--- src/rtl/barrel_rotator_if.sv ---
// Operand/result bundle for barrel_rotator: request fields driven by the master,
// registered rotate result and its valid flag returned by the slave.
interface barrel_rotator_if #(
    parameter int BW_DATA = 8,
    parameter int BW_CTRL = $clog2(BW_DATA)
);
    logic               i_valid;
    logic [BW_DATA-1:0] i_a;
    logic [BW_CTRL-1:0] i_k;
    logic               i_left;
    logic [BW_DATA-1:0] o_y;
    logic               o_valid;

    modport master (
        output i_valid, i_a, i_k, i_left,
        input  o_y, o_valid
    );

    modport slave (
        input  i_valid, i_a, i_k, i_left,
        output o_y, o_valid
    );
endinterface

--- src/rtl/barrel_rotator.sv ---
// Logarithmic barrel rotator: BW_CTRL mux stages, stage j rotates by 2^j when i_k[j] is set.
// Define BARREL_ROTATOR_STAGE_PIPE_EN to register every stage (latency BW_CTRL instead of 1).
module barrel_rotator #(
    parameter int BW_DATA = 8,
    parameter int BW_CTRL = $clog2(BW_DATA)
) (
    input  logic              i_clk,
    input  logic              i_rstn,
    barrel_rotator_if.slave   bus
);

    if (BW_DATA < 2 || (BW_DATA & (BW_DATA - 1)) != 0 || BW_CTRL != $clog2(BW_DATA)) begin : g_param_check
        $error("barrel_rotator: BW_DATA must be a power of two >= 2 and BW_CTRL = log2(BW_DATA)");
    end

    // Circular rotate by a fixed power-of-two amount; sh is always < BW_DATA here.
    function automatic logic [BW_DATA-1:0] rot_pow2(
        input logic [BW_DATA-1:0] x,
        input int                 sh,
        input logic               left
    );
        logic [BW_DATA-1:0] r;
        if (left) begin
            r = (x << sh) | (x >> (BW_DATA - sh));
        end else begin
            r = (x >> sh) | (x << (BW_DATA - sh));
        end
        return r;
    endfunction

`ifdef BARREL_ROTATOR_STAGE_PIPE_EN

    logic [BW_CTRL-1:0][BW_DATA-1:0] dat_p;
    logic [BW_CTRL-1:0][BW_CTRL-1:0] amt_p;
    logic [BW_CTRL-1:0]              dir_p;
    logic [BW_CTRL-1:0]              vld_p;

    logic [BW_CTRL-1:0][BW_DATA-1:0] in_dat;
    logic [BW_CTRL-1:0][BW_CTRL-1:0] in_amt;
    logic [BW_CTRL-1:0]              in_dir;
    logic [BW_CTRL-1:0]              in_vld;

    // Stage j is fed by the request for j = 0, otherwise by the stage j-1 register.
    always_comb begin
        in_dat = '0;
        in_amt = '0;
        in_dir = '0;
        in_vld = '0;
        in_dat[0] = bus.i_a;
        in_amt[0] = bus.i_k;
        in_dir[0] = bus.i_left;
        in_vld[0] = bus.i_valid;
        for (int j = 1; j < BW_CTRL; j++) begin
            in_dat[j] = dat_p[j-1];
            in_amt[j] = amt_p[j-1];
            in_dir[j] = dir_p[j-1];
            in_vld[j] = vld_p[j-1];
        end
    end

    // Stage registers: each loads only behind a valid, otherwise holds.
    always_ff @(posedge i_clk) begin
        if (!i_rstn) begin
            dat_p <= '0;
            amt_p <= '0;
            dir_p <= '0;
            vld_p <= '0;
        end else begin
            for (int j = 0; j < BW_CTRL; j++) begin
                vld_p[j] <= in_vld[j];
                if (in_vld[j]) begin
                    dat_p[j] <= in_amt[j][j] ? rot_pow2(in_dat[j], 1 << j, in_dir[j]) : in_dat[j];
                    amt_p[j] <= in_amt[j];
                    dir_p[j] <= in_dir[j];
                end
            end
        end
    end

    assign bus.o_y     = dat_p[BW_CTRL-1];
    assign bus.o_valid = vld_p[BW_CTRL-1];

`else

    logic [BW_DATA-1:0] rot_y;
    logic [BW_DATA-1:0] y_p0;
    logic               vld_p0;

    // Whole network is combinational, applied LSB stage first.
    always_comb begin
        rot_y = bus.i_a;
        for (int j = 0; j < BW_CTRL; j++) begin
            if (bus.i_k[j]) begin
                rot_y = rot_pow2(rot_y, 1 << j, bus.i_left);
            end
        end
    end

    // Output register stage.
    always_ff @(posedge i_clk) begin
        if (!i_rstn) begin
            y_p0   <= '0;
            vld_p0 <= 1'b0;
        end else begin
            vld_p0 <= bus.i_valid;
            if (bus.i_valid) begin
                y_p0 <= rot_y;
            end
        end
    end

    assign bus.o_y     = y_p0;
    assign bus.o_valid = vld_p0;

`endif

endmodule

--- src/flat_wrapper.sv ---
// flat-port wrapper written by rule: the top's interface ports become plain ports
module barrel_rotator_flat 
#(
    parameter int BW_DATA = 8,
    parameter int BW_CTRL = $clog2(BW_DATA)
)
  (i_clk, i_rstn, bus_i_valid, bus_i_a, bus_i_k, bus_i_left, bus_o_y, bus_o_valid);
  barrel_rotator_if #(.BW_DATA(BW_DATA), .BW_CTRL(BW_CTRL)) bus_i ();
  input  logic i_clk;
  input  logic i_rstn;
  input wire logic [$bits(bus_i.i_valid)-1:0] bus_i_valid;
  input wire logic [$bits(bus_i.i_a)-1:0] bus_i_a;
  input wire logic [$bits(bus_i.i_k)-1:0] bus_i_k;
  input wire logic [$bits(bus_i.i_left)-1:0] bus_i_left;
  output wire logic [$bits(bus_i.o_y)-1:0] bus_o_y;
  output wire logic [$bits(bus_i.o_valid)-1:0] bus_o_valid;
  assign bus_i.i_valid = bus_i_valid;
  assign bus_i.i_a = bus_i_a;
  assign bus_i.i_k = bus_i_k;
  assign bus_i.i_left = bus_i_left;
  assign bus_o_y = bus_i.o_y;
  assign bus_o_valid = bus_i.o_valid;
  barrel_rotator #(.BW_DATA(BW_DATA), .BW_CTRL(BW_CTRL)) u_core (.i_clk(i_clk), .i_rstn(i_rstn), .bus(bus_i));
endmodule
--- config.mk ---
export PLATFORM = sky130hd
export DESIGN_NAME = barrel_rotator_flat
export DESIGN_NICKNAME = d
export VERILOG_FILES = /design/src/rtl/barrel_rotator_if.sv /design/src/rtl/barrel_rotator.sv /design/src/flat_wrapper.sv
export SDC_FILE = /design/constraint.sdc
export NUM_CORES = 1
export LEC_CHECK = 0
export CORE_MARGIN = 2
export CORE_UTILIZATION = 30
export CTS_BUF_LIST = sky130_fd_sc_hd__clkbuf_4 sky130_fd_sc_hd__clkbuf_8
export DETAILED_ROUTE_END_ITERATION = 8
export PLACE_DENSITY = 0.61
export SYNTH_ARGS = -nofsm -noshare
export SYNTH_HDL_FRONTEND = slang
export SYNTH_SLANG_ARGS = --single-unit
--- constraint.sdc ---
create_clock -name i_clk -period 3.3 [get_ports i_clk]
set_input_delay 0.66 -clock i_clk [delete_from_list [all_inputs] [get_ports i_clk]]
set_output_delay 0.66 -clock i_clk [all_outputs]
set_load 0.005 [all_outputs]
==> flow_metrics.env, run 1 <==
export IMPL_vias_per_cell=5.62
export IMPL_die_area_mm2=0.00392
export IMPL_multi_input_comb_area_um2=772
export IMPL_start_util_pct=31.1
export IMPL_fin_cells=185
export IMPL_critical_path_arrival_ps=2680
export IMPL_synthCells=118
export IMPL_post_cts_resized=0
export IMPL_synth_top_area_share_pct=17.5
export IMPL_antenna_left=0
export IMPL_dieHeight_um=62.6
export IMPL_avgSynthCellArea_um2=8.73
export IMPL_core_area_mm2=0.00331
export IMPL_path_delay_family="multiplexers"
export IMPL_synth_distinct_cells=32
export IMPL_drc_errors=0
export IMPL_cts_sinks=9
export IMPL_grt_first_pass_wirelength_um=5000
export IMPL_vdd_drop_max_v=0.000109
export IMPL_clk_latency_ps=260
export IMPL_yosysWarningCount=0
export IMPL_ys_async_sr_fraction_pct=0
export IMPL_ff2ff_setup_slack_ps=2470
export IMPL_tns_ps=0
export IMPL_min_period_ps=2530
export IMPL_hp_start="u_core.bus.o_y[1]"
export IMPL_dp_hpwl_um=2260
export IMPL_hold_viol_final=0
export IMPL_cts_tree="yes"
export IMPL_io_pins=24
export IMPL_critPathMaxStageDelay_ps=920
export IMPL_firstDrtPassIters=4
export IMPL_timing_fmax_ghz=0.395
export IMPL_post_cts_buffers=0
export IMPL_synth_largest_area_cell="dfxtp_1"
export IMPL_diodes=0
export IMPL_r2r_end="u_core.bus.o_y[4]"
export IMPL_yosysSeqAreaShare_pct=17.5
export IMPL_grt_pass1_vias=1010
export IMPL_h_tree_depth=1
export IMPL_maxSlewHeadroom_pct=51.5
export IMPL_critPathBufInv=1
export IMPL_antenna_found_initial=0
export IMPL_wl_per_cell_um=16.2
export IMPL_ff_latch_area_um2=180
export IMPL_power_density_mw_per_mm2=281
export IMPL_syn_nets=133
export IMPL_hold_slack_ps=543
export IMPL_cp_start_kind="primary input"
export IMPL_final_util_pct=39.2
export IMPL_area_growth_pct=26.0
export IMPL_path_max_fanout=16
export IMPL_crit_type="in2reg"
export IMPL_vias=1039
export IMPL_r2r_cells=2
export IMPL_slowest_stage="clkdlybuf4s50_1"
export IMPL_worst_hold_path_endpoint="u_core.bus.o_y[1]"
export IMPL_maxCapViolations=0
export IMPL_layout_common_cells="23 x clkdlybuf4s50_1, 16 x mux2i_1, 14 x a211oi_1"
export IMPL_cts_hold_buf=0
export IMPL_grt_usage_pct=15.9
export IMPL_finClkSkew_ps=0
export IMPL_rows=21
export IMPL_drt_wl_total_um=2990
export IMPL_fillers=337
export IMPL_nets=155
export IMPL_grt_max_degree=19
export IMPL_drive_gt1_share_pct=15.8
export IMPL_ctsRootBufferMaster="clkbuf_4"
export IMPL_synth_main_ff_cell="dfxtp_1"
export IMPL_synth_area_leaders="dfxtp_1 17%, mux2i_1 16%, a211oi_1 10%"
export IMPL_syn_area_mm2=0.00103
export IMPL_drv_slew=0
export IMPL_cts_buffers=3
export IMPL_setup_violations=0
export IMPL_final_common_cell="clkdlybuf4s50_1"
export IMPL_drt_iter0_markers=77
export IMPL_rsz0062_at_grt="false"
export IMPL_gp_congestion=0.825
export IMPL_finalPower_mw=0.365
export IMPL_dp_cells=181
export IMPL_die_w_um=62.6
export IMPL_overflow=0
export IMPL_fin_crit_sh_pct=76.7
export IMPL_worstReg2RegStart="u_core.bus.o_y[4]"
export IMPL_crit_chain="clkdlybuf4s50_1, mux2_2, mux4_2, nor2_1, nor3_1"
export IMPL_path_clk_slew_ps=70
export IMPL_hold_depth=2
export IMPL_worst_ep_required_time_ps=3450
export IMPL_leakage_nw=0.482
export IMPL_status="finished, final reports clean"
export IMPL_hp_class="reg2reg"
export IMPL_cp_end_kind="flop"
export IMPL_synth_edf_count=0
export IMPL_worst_slew_pin_slew_ps=726
export IMPL_port_buffers=23
export IMPL_clock_path_buffers=2
export IMPL_yosys_register_bits=9
[stage by stage]
| step | area (um^2) | worst slack, ps |
|---|---|---|
| after CTS | 1300 | 793 |
| after global routing | 1300 | 697 |
| after detailed placement | 1270 | 511 |
| after global placement | 1270 | 566 |
| final | 1300 | 769 |
| after floorplan | 1030 | 1510 |
[cells by family (layout without fill, tap and decap cells)]
| logic type | count (synthesis) | after routing | synth area share (%) |
|---|---|---|---|
| flip-flops | 9 | 9 | 17.5 |
| AND/OR/NAND/NOR | 28 | 28 | 13.1 |
| XOR/XNOR | 1 | 1 | 0.851 |
| multiplexers | 28 | 28 | 33.0 |
| buffers and inverters | 11 | 32 | 7.53 |
| AO/OA/AOI/OAI | 41 | 41 | 27.9 |
[sequential cells by signal, summed over array words and instances (netlist names)]
register            flops
u_core.bus.o_y          8
u_core.bus.o_valid      1
[metal layers]
| layer | up-vias | GRT usage [%] | part of all wire [%] |
|---|---|---|---|
| li1 | 502 | - | - |
| met1 | 516 | 19.7 | 44 |
| met2 | 21 | 28.9 | 53 |
| met3 | 0 | 3.24 | 3.1 |
| met4 | 0 | 2.50 | 0 |
| met5 | - | 0 | 0 |
[worst max path at each step]
stage	from	end	depth (start not counted)
3_5_place_dp	bus_i_k[2]	u_core.bus.o_y[3]	5
3_3_place_gp	bus_i_k[2]	u_core.bus.o_y[3]	5
2_1_floorplan	bus_i_k[2]	u_core.bus.o_y[3]	5
4_1_cts	bus_i_k[2]	u_core.bus.o_y[3]	5
5_1_grt	bus_i_k[2]	u_core.bus.o_y[7]	5
6_report	bus_i_k[2]	u_core.bus.o_y[3]	5
[power by group]
group	internal, mW	switching (mW)	leakage [nW]	total (mW)
Combinational	0.0800	0.0770	0.390	0.157
Sequential	0.118	0.00398	0.0749	0.122
Clock	0.0448	0.0412	0.0177	0.0859
[cell type report]
cell class	instances	share of cell area [%]
Multi-Input combinational cell	98	59.5
Timing Repair Buffer	26	19.5
Sequential cell	9	13.9
Tap cell	46	4.44
Clock buffer	3	1.74
Inverter	2	0.579
Clock inverter	1	0.386
[tightest hold or removal path, stage by stage, from the launching register on]
cell and delay (ps):
dfxtp_1 310, o21ai_0 140, a211oi_1 50
[cell usage after synthesis, types with 3 or more instances]
library cell,instances
a211oi_1,14
a21oi_1,7
and2_1,4
buf_6,4
dfxtp_1,9
mux2_2,6
mux2_4,3
mux2i_1,16
mux4_2,3
nand2_1,4
nor2_1,11
nor3_1,3
o21ai_0,8
o21bai_1,3
(Power assumes the default switching activity.)
==> run 2, diff against run 1 <==
--- a/config.mk
+++ b/config.mk
@@ -9,7 +9,7 @@
 export CORE_UTILIZATION = 30
 export CTS_BUF_LIST = sky130_fd_sc_hd__clkbuf_4 sky130_fd_sc_hd__clkbuf_8
 export DETAILED_ROUTE_END_ITERATION = 8
-export PLACE_DENSITY = 0.61
+export PLACE_DENSITY = 0.62
 export SYNTH_ARGS = -nofsm -noshare
 export SYNTH_HDL_FRONTEND = slang
 export SYNTH_SLANG_ARGS = --single-unit
==> constraint.sdc (replaced) <==
create_clock -name i_clk -period 2.3 [get_ports i_clk]
set_input_delay 0.46 -clock i_clk [delete_from_list [all_inputs] [get_ports i_clk]]
set_output_delay 0.46 -clock i_clk [all_outputs]
set_load 0.005 [all_outputs]
==> flow_metrics.env, run 2 (synthesis results as in run 1) <==
export IMPL_area_growth_pct=31.8
export IMPL_cts_tree="yes"
export IMPL_intPower_mw=0.371
export IMPL_tns_ps=0
export IMPL_grt_first_pass_wirelength_um=4950
export IMPL_hp_class="reg2reg"
export IMPL_ctsRootBufferMaster="clkbuf_4"
export IMPL_crit_type="in2reg"
export IMPL_antenna_found_initial=0
export IMPL_wl_per_cell_um=15.1
export IMPL_worst_slew_pin_slew_ps=448
export IMPL_grt_pass1_vias=1037
export IMPL_die_area_mm2=0.00392
export IMPL_cts_buffers=3
export IMPL_grt_max_degree=22
export IMPL_fillers=356
export IMPL_largest_register_ffs=8
export IMPL_fin_crit_sh_pct=85.4
export IMPL_diodes=0
export IMPL_netSwitchingPower_mw=0.171
export IMPL_drt_iter0_markers=105
export IMPL_cts_sinks=9
export IMPL_pwr_share_clk_pct=24.8
export IMPL_slowest_stage="mux4_2"
export IMPL_overflow=0
export IMPL_critical_path_arrival_ps=2100
export IMPL_h_tree_depth=1
export IMPL_combPwrFrac_pct=42.9
export IMPL_final_util_pct=41.0
export IMPL_drt_wl_total_um=2890
export IMPL_crit_chain="clkdlybuf4s50_1, buf_4, mux2_2, mux4_2, nor2_1, nor3_1"
export IMPL_rsz0062_at_grt="false"
export IMPL_multi_input_comb_area_um2=772
export IMPL_dieHeight_um=62.6
export IMPL_path_max_fanout=9
export IMPL_path_clk_slew_ps=60
export IMPL_clock_path_buffers=2
export IMPL_vias_per_cell=5.36
export IMPL_design_area_mm2=0.00136
export IMPL_nets=161
export IMPL_placed_area_mm2=0.00133
export IMPL_switching_share_pct=31.5
export IMPL_firstDrtPassIters=4
export IMPL_drive_gt1_share_pct=19.3
export IMPL_setup_violations=0
export IMPL_cp_end_kind="flop"
export IMPL_leakage_nw=0.516
export IMPL_cts_hold_buf=0
export IMPL_gp_congestion=0.820
export IMPL_die_w_um=62.6
export IMPL_min_period_ps=1960
export IMPL_cp_start_kind="primary input"
export IMPL_maxCapViolations=0
export IMPL_fin_ws_ps=336
export IMPL_core_area_mm2=0.00331
export IMPL_grt_usage_pct=15.5
export IMPL_timing_fmax_ghz=0.509
export IMPL_start_util_pct=31.1
export IMPL_worst_ep_required_time_ps=2430
export IMPL_pre_cts_ws_ps=52.4
export IMPL_pwr_share_seq_pct=32.3
export IMPL_maxSlewHeadroom_pct=70.1
export IMPL_port_buffers=23
export IMPL_status="finished, final reports clean"
export IMPL_post_cts_buffers=0
export IMPL_hold_viol_final=0
export IMPL_io_pins=24
export IMPL_final_common_cell="clkdlybuf4s50_1"
export IMPL_finClkSkew_ps=0
export IMPL_layout_common_cells="23 x clkdlybuf4s50_1, 16 x mux2i_1, 14 x a211oi_1"
export IMPL_dp_hpwl_um=2260
export IMPL_rows=21
export IMPL_post_cts_resized=0
export IMPL_critPathMaxStageDelay_ps=480
export IMPL_ff_latch_area_um2=180
export IMPL_drc_errors=0
export IMPL_drv_slew=0
export IMPL_antenna_left=0
export IMPL_power_density_mw_per_mm2=399
export IMPL_vias=1024
export IMPL_clk_latency_ps=250
export IMPL_vdd_drop_max_v=0.000170
[run 2: changes by cell type in the layout (fill, tap and decap cells not counted)]
cell / previous run / this run
buf_4: 3 / 8
buf_12: 0 / 1
clkbuf_4: 3 / 4
clkinv_2: 1 / 0
[run 2: worst paths after layout]
kind | start | to | slack (ps) | depth (start not counted)
max | bus_i_k[2] | u_core.bus.o_y[3] | 340 | 6
min | u_core.bus.o_y[2] | u_core.bus.o_y[2] | 550 | 2
max reg2reg | u_core.bus.o_y[4] | u_core.bus.o_y[4] | 1470 | 2
min reg2reg | u_core.bus.o_y[2] | u_core.bus.o_y[2] | 550 | 2
[run 2: critical path: cells and delay by family]
family	cells	cell delay (ps)
muxes	2	860
buffers and inverters	2	620
and+or+nand+nor	2	170
[run 2: power groups by stage]
| stage | Combinational [mW] | Clock, mW | Sequential (mW) |
|---|---|---|---|
| floorplan | 0.135 | 0 | 0.180 |
| global placement | 0.228 | 0 | 0.179 |
| detailed placement | 0.231 | 0 | 0.179 |
| CTS | 0.233 | 0.137 | 0.176 |
| global route | 0.254 | 0.146 | 0.177 |
| finish | 0.232 | 0.134 | 0.175 |
[run 2: area by class of cell]
class                      count  area share [%]
multi-input combinational     98            56.9
timing repair buffer          32            22.9
sequential                     9            13.3
clock buffer                   4            2.21
inverter                       2           0.553
tap                           46            4.24
[run 2: layer usage]
metal  routed length [um]  up-vias  track usage, %
met1                 1320      481            20.4
met3                  130        0            3.42
met4                    0        0           0.833
met2                 1440       25            27.2
li1                     -      518               -
met5                    0        -               0
[run 2: metrics by stage]
step                      cells  power, mW  hold slack [ps]
after CTS                   191      0.545              555
final                       191      0.542              552
after floorplan             118      0.315              517
after global placement      187      0.407              545
after detailed placement    187      0.410              546
after global routing        191      0.577              594
